### src/rtl/pulse_sched_pkg.sv
// Shared types and helpers for the pulse level sequencer.
// State encoding and one-hot rate select builder.
package pulse_sched_pkg;

   typedef enum logic [1:0] {
      IDLE   = 2'd0,
      RUN    = 2'd1,
      PAUSED = 2'd2,
      FINISH = 2'd3
   } state_t;

   localparam int unsigned OH_W = 32;

   // Wide one-hot; callers truncate to their select width.
   function automatic logic [OH_W-1:0] onehot_lvl(
      input int unsigned idx
   );
      return OH_W'(1) << idx;
   endfunction

endpackage

### src/rtl/pulse_edge_cnt.sv
// CP rising-edge detector feeding a terminal counter.
// tc strobes on the edge that completes a level; count then restarts.
module pulse_edge_cnt #(
   parameter int unsigned PPL = 16,
   parameter int unsigned CW  =
      ($clog2(PPL + 1) > 8) ? 8 : $clog2(PPL + 1)
) (
   input  logic clk,
   input  logic rst,
   input  logic cp,
   input  logic en,
   input  logic clr,
   output logic tc
);

   logic          cp_q;
   logic [CW-1:0] cnt;
   logic          rise;
   logic          last;

   assign rise = cp & ~cp_q;
   assign last = (cnt == CW'(PPL - 1));
   assign tc   = en & rise & last;

   always_ff @(posedge clk or posedge rst) begin
      if (rst) begin
         cp_q <= 1'b0;
         cnt  <= '0;
      end else begin
         cp_q <= cp;
         if (clr) begin
            cnt <= '0;
         end else if (en && rise) begin
            cnt <= last ? '0 : cnt + 1'b1;
         end
      end
   end

endmodule

### src/rtl/pulse_level_sched.sv
// Steps the generator's one-hot rate select through speed levels,
// advancing after a fixed number of CP edges per level.
module pulse_level_sched
   import pulse_sched_pkg::*;
#(
   parameter int unsigned NUM_LEVELS       = 5,
   parameter int unsigned PULSES_PER_LEVEL = 16,
   parameter int unsigned LVL_W            = 3
) (
   input  logic                  CLK,
   input  logic                  RST,
   input  logic                  START,
   input  logic                  PAUSE,
   input  logic                  MANUAL_EN,
   input  logic [NUM_LEVELS-1:0] MANUAL_SW,
   input  logic                  CP,
   output logic [NUM_LEVELS-1:0] SW,
   output logic [LVL_W-1:0]      LEVEL,
   output logic                  BUSY,
   output logic                  DONE,
   output logic                  LEVEL_UP
);

   state_t                state, state_n;
   logic [NUM_LEVELS-1:0] sw_q, sw_n;
   logic [LVL_W-1:0]      lvl_n;
   logic                  up_n;
   logic                  cnt_en;
   logic                  tc;

   assign cnt_en = (state == RUN) & ~PAUSE;

   pulse_edge_cnt #(
      .PPL (PULSES_PER_LEVEL)
   ) u_cnt (
      .clk (CLK),
      .rst (RST),
      .cp  (CP),
      .en  (cnt_en),
      .clr (START),
      .tc  (tc)
   );

   always_ff @(posedge CLK or posedge RST) begin
      if (RST) begin
         state    <= IDLE;
         sw_q     <= '0;
         LEVEL    <= '0;
         LEVEL_UP <= 1'b0;
      end else begin
         state    <= state_n;
         sw_q     <= sw_n;
         LEVEL    <= lvl_n;
         LEVEL_UP <= up_n;
      end
   end

   always_comb begin
      state_n = state;
      sw_n    = sw_q;
      lvl_n   = LEVEL;
      up_n    = 1'b0;
      if (START) begin
         state_n = RUN;
         lvl_n   = '0;
         sw_n    = NUM_LEVELS'(onehot_lvl(0));
      end else begin
         unique case (state)
            IDLE: begin
               sw_n = '0;
            end
            RUN: begin
               // Pause wins; a coincident edge is dropped by cnt_en.
               if (PAUSE) begin
                  state_n = PAUSED;
                  sw_n    = '0;
               end else if (tc) begin
                  if (LEVEL < LVL_W'(NUM_LEVELS - 1)) begin
                     lvl_n = LEVEL + 1'b1;
                     sw_n  = NUM_LEVELS'(
                        onehot_lvl(32'(LEVEL) + 32'd1));
                     up_n  = 1'b1;
                  end else begin
                     state_n = FINISH;
                     sw_n    = '0;
                  end
               end
            end
            PAUSED: begin
               sw_n = '0;
               if (!PAUSE) begin
                  state_n = RUN;
                  sw_n    = NUM_LEVELS'(onehot_lvl(32'(LEVEL)));
               end
            end
            FINISH: begin
               sw_n = '0;
            end
            default: begin
               state_n = IDLE;
               sw_n    = '0;
            end
         endcase
      end
   end

   assign SW   = MANUAL_EN ? MANUAL_SW : sw_q;
   assign BUSY = (state == RUN) | (state == PAUSED);
   assign DONE = (state == FINISH);

endmodule

### config.mk
export PLATFORM = sky130hd
export DESIGN_NAME = pulse_level_sched
export DESIGN_NICKNAME = d
export VERILOG_FILES = /design/src/rtl/pulse_sched_pkg.sv /design/src/rtl/pulse_edge_cnt.sv /design/src/rtl/pulse_level_sched.sv
export SDC_FILE = /design/constraint.sdc
export NUM_CORES = 1
export LEC_CHECK = 0
export CORE_MARGIN = 2
export CORE_UTILIZATION = 47
export DETAILED_ROUTE_END_ITERATION = 8
export PLACE_DENSITY_LB_ADDON = 0.3
export SKIP_CTS_REPAIR_TIMING = 1
export SLEW_MARGIN = 40
export SYNTH_ARGS = -nofsm -noshare
export SYNTH_HDL_FRONTEND = slang
export SYNTH_SLANG_ARGS = --single-unit
### constraint.sdc
create_clock -name CLK -period 5 [get_ports CLK]
set_input_delay 1 -clock CLK [delete_from_list [all_inputs] [get_ports CLK]]
set_output_delay 1 -clock CLK [all_outputs]
set_load 0.03 [all_outputs]
==> Word-level counts from Yosys, hierarchy flattened <==
Index checks and enable logic that the tools add are counted.
{ "op_classes": {"n_addsub": 3, "multipliers": 0, "div": 0, "order_cmp": 1, "eq_ne": 8, "shift": 2, "muxes": 26, "bitwise_logic": 7, "reduce_logical": 10} }
{ "ops": {"columns": ["operator", "count"], "rows": [
  ["2-to-1 mux 5 bit", 9],
  ["2-to-1 mux 3 bit", 5],
  ["one-hot mux 5 bit (3 select lines)", 1],
  ["2-to-1 mux 2 bit", 5],
  ["!= test 4 bit (second input constant)", 2],
  ["AND reduction 4 bit", 2],
  ["nonzero test 2 bit", 4],
  ["adder 5 x 1 -> 5 bit (second input constant)", 1],
  ["equality test 5 x 4 -> 1 bit (second input constant)", 1],
  ["2-to-1 mux 1 bit", 5],
  ["left shift 1 x 3 -> 5 bit (first input constant)", 1],
  ["left shift 1 x 4 -> 5 bit (first input constant)", 1],
  ["adder 3 x 1 -> 4 bit (second input constant)", 1],
  ["bitwise AND 1 bit", 4],
  ["equality test 2 bit (second input constant)", 2],
  ["one-hot mux 2 bit (2 select lines)", 1],
  ["adder 3 x 1 -> 3 bit (second input constant)", 1],
  ["< comparator 3 bit (second input constant)", 1],
  ["!= test 3 bit (second input constant)", 1],
  ["nonzero test 3 bit", 1],
  ["equality test 2 x 1 -> 1 bit (second input constant)", 1],
  ["zero test 2 bit", 1],
  ["!= test 2 bit (second input constant)", 1],
  ["NOT 1 bit", 2],
  ["3 further kinds", 3]
]} }
{ "totals": {"reg_bits": 17, "latch_bits": 0, "mem_bits_rw": 0, "romBits": 0, "inputBits": 11, "output_inout_bits": 11, "word_cells": 63, "mem_count": 0} }

==> Depth between registers and ports, before layout <==
{ "logic_depth": {"ltp_word": 8, "ltp_mapped": 8, "mapped_depth_nobuf": 6} }

==> Modules after synthesis <==
Synthesis repeated with hierarchy kept, for this count alone.
{ "unflattened": {"hier_cells": 103, "hier_area_um2": 1084.8} }
{ "modules_own_cells": {"columns": ["module", "n_inst", "cells_per_inst", "area_each_um2", "seq_area_each_um2"], "rows": [
  ["pulse_level_sched", 1, 75, 795.8, 275.3],
  ["pulse_edge_cnt", 1, 28, 289.0, 150.1]
]} }

==> Worst setup path before layout <==
Ideal clock, no wire load.
{ "synth_timing": {"path_type": "in2out", "start": "input MANUAL_EN", "end": "output SW[0]", "arrival_ps": 1391, "required_time_ps": 4000, "slack_ps": 2609, "stages": 1, "path_buffers": 0, "path_cell_list": "mux2_2"} }
{ "synth_via": {"elab_chain_len": 1} }
{ "synth_lines": {"columns": ["item", "line", "source"], "rows": [
  ["start: declaration", "pulse_level_sched.sv:14", "input logic MANUAL_EN,"],
  ["2-to-1 mux 5 bit", "pulse_level_sched.sv:107", "assign SW = MANUAL_EN ? MANUAL_SW : sw_q;"],
  ["end: declaration", "pulse_level_sched.sv:17", "output logic [NUM_LEVELS-1:0] SW,"]
]} }
No other way between the ends.

==> Final worst setup path <==
{ "layout_timing": {"start": "input MANUAL_EN", "end": "output SW[4]"} }
Same word-level chain as after synthesis.

==> results by group <==
Layout
  • Antenna cells: 0
  • Nets: ~150
  • Area occupied by multi-input gates: 617 µm²
  • Storage element area: 425 µm²
  • Share of cells above drive strength 1: 12.5%
  • Fill count: 190
  • Area delta synth->final: 23.1%

Timing
  • RSZ-0062 raised after global routing: false
  • Clock skew: 0.0115 ns
  • Tmin final: 3.55 ns
  • Setup-failing EPs final: 0
  • Tightest Pin Transition: 0.609 ns
  • Fin Setup TNS: 0 ns
  • Max Freq: 0.282 GHz
  • Hold slack: around 0.52 ns
  • Count of final hold-check violations: 0
  • Final Slew Violations: 0
  • Period utilization: between 70% and 80%
  • Slew Limit Headroom: a little under 60%

Drt
  • Vias per cell: 5.60
  • Final ANT Viol Nets: 0
  • Routed length per instance: around 15 µm
  • DRC viols: 0
  • Routed wire length: 2300 µm
  • DR pass1 iterations: 4
  • Via count: between 800 and 900
  • DR iter-0 viols: 15

Global route
  • Total Routing Usage GR: 20.2%
  • First-pass GRT wire length: approximately 4000 µm
  • Largest net degree at the start of global routing: 18
  • Vias in the first global route: 902
  • Initial antenna violation count: 0
  • Total grt overflow: 0

Min path
  • Worst hold path type: flip-flop to flip-flop
  • Hold path startpoint: sw_q[1]
  • WHS Path Cells: 1

Setup path
  • CP Launch Type: input pin
  • Worst EP arrival: between 2 and 3 ns
  • CP endpoint kind: primary output
  • Worst EP required: about 4 ns
  • Worst Setup SP: MANUAL_EN
  • Reg2Reg Launch Point: state[1]
  • CP Class: input pin to primary output
  • Worst reg-to-reg path cell count: 6
  • Critical Path Fanout Max: 5

Outcome
  • Status: finished clean

Synth
  • Largest cells by area after synthesis: dfrtp_1, ha_1, mux2_2
  • FF+latch count, synth: 17
  • Avg Cell Area, Syn: 10.3 µm²
  • Mapped Area: 1090 µm²
  • Synth unique cells: 38
  • Share of the synthesized area in the top cell type: 38.9%
  • Syn nets: 128
  • Yosys Warn Count: 0
  • Largest area contributor in the netlist: dfrtp_1
  • Sequential area share after synthesis: roughly two fifths
  • Post-Syn Instances: 106

Clocking
  • TritonCTS clock tree: built
  • H-tree depth: 1
  • Total CTS buffers: 3
  • CTS Buffer Depth: 2
  • Reg clk slew, reported paths: ~0.11 ns
  • Clock Sinks: 17
  • CTS Root Cell: clkbuf_4
  • Worst skew pair latency: 0.31 ns

Floorplan
  • Die Span X: 52.3 µm
  • Die ar.: 2730 µm²
  • IO Count: 22
  • Initial Util: 49.5%
  • Die Height: ~52 µm
  • Num rows: 17
  • Core area: about 2200 µm²

Power
  • Peak supply drop: 0.368 mV
  • Final Power: 0.452 mW
  • PwrDens: 335 nW/µm²
  • Leak: 0.607 nW

Place
  • Hpwl dp: between 1500 and 2000 µm
  • Port bufs: 21
  • Placer congestion estimate: roughly 0.84

Flow run
  • Max_cap viols: 0
## layer usage
metal | vias to the layer above | GRT usage, % | share of wire (%)
li1 | 426 | - | -
met1 | 405 | 23.9 | 40
met2 | 35 | 33.8 | 49
met3 | 8 | 3.71 | 7.1
met4 | 0 | 12.4 | 3.6
met5 | - | 0 | 0
## kinds of logic after synthesis
kind of cell | Yosys count | share of synthesized area, %
simple gates | 38 | 22.4
compound gates | 20 | 12.7
flops | 17 | 38.9
buf+inv | 11 | 4.80
fa+ha+maj | 11 | 12.6
mux | 7 | 7.09
xor+xnor | 2 | 1.60
## synth_stat cells
master and count:
and4bb_2 1, a32o_1 1, nor2b_1 1, o22a_1 1
a21oi_1 7, and3_1 2, mux2_2 6, nand4_1 1
nor3b_1 1, xnor2_1 1, o211ai_2 1, or3_1 1
nand3b_1 1, mux2i_1 1, nand4b_4 1, a31oi_1 3
inv_1 8, nand2b_1 1, xor2_1 1, nand2_1 5
clkbuf_1 1, nand3_1 5, nor3_4 1, a211oi_1 1
a311oi_1 1, dfrtp_1 17, buf_6 1, nand4bb_4 1
nor3_1 1, a32oi_1 1, nor4_1 1, o21ai_0 2
buf_4 1, o22a_2 1, a41oi_1 1, ha_1 11
nand4b_1 1, nor2_1 13
## registers in the layout, summed over array words and instances (netlist names)
name        count
sw_q            5
u_cnt.cp_q      1
u_cnt.cnt       5
LEVEL           3
LEVEL_UP        1
state           2
## worst max-delay path, stage by stage
cell	delay, ns
clkdlybuf4s50_1	0.59
mux2_2	0.37
clkdlybuf4s50_1	0.59
## layout make-up
type,instances,share of cell area [%]
Timing Repair Buffer,21,15.6
Sequential cell,17,31.6
Multi-Input combinational cell,78,45.8
Inverter,8,2.23
Clock inverter,1,0.557
Tap cell,28,2.60
Clock buffer,3,1.67
## metrics by stage
| stage | cells | instance area [µm²] | util (%) | setup slack [ns] |
|---|---|---|---|---|
| 4_1_cts | 156 | 1350 | 60.9 | 1.43 |
| 3_5_place_dp | 152 | 1320 | 59.6 | 1.44 |
| 6_report | 156 | 1350 | 60.9 | 1.45 |
| 3_3_place_gp | 152 | 1320 | 59.6 | 1.49 |
| 2_1_floorplan | 106 | 1090 | - | 2.61 |
| 5_1_grt | 156 | 1350 | 60.9 | 1.42 |
## final timing paths
kind	end	slack [ns]
hold reg to reg	sw_q[1]	0.52
setup reg to reg	state[1]	2.85
max in group asynchronous	state[0]	3.55
setup / recovery	SW[4]	1.45
hold / removal	sw_q[1]	0.52
min in group asynchronous	u_cnt.cnt[2]	1.05
## layout by cell type, fill, tap and decap left out, types with 2 or more instances in the layout
cell	Yosys	layout
a21oi_1	7	7
a31oi_1	3	3
and3_1	2	2
clkbuf_4	0	3
clkdlybuf4s50_1	0	21
dfrtp_1	17	17
ha_1	11	11
inv_1	8	8
mux2_2	6	6
nand2_1	5	5
nand3_1	5	5
nor2_1	13	13
o21ai_0	2	2
## power breakdown
group	total, mW	internal [mW]	switching (mW)
combinational	0.200	0.0865	0.114
sequential	0.172	0.154	0.0180
clock	0.0789	0.0306	0.0483
Power figures use the tool's default switching activity.
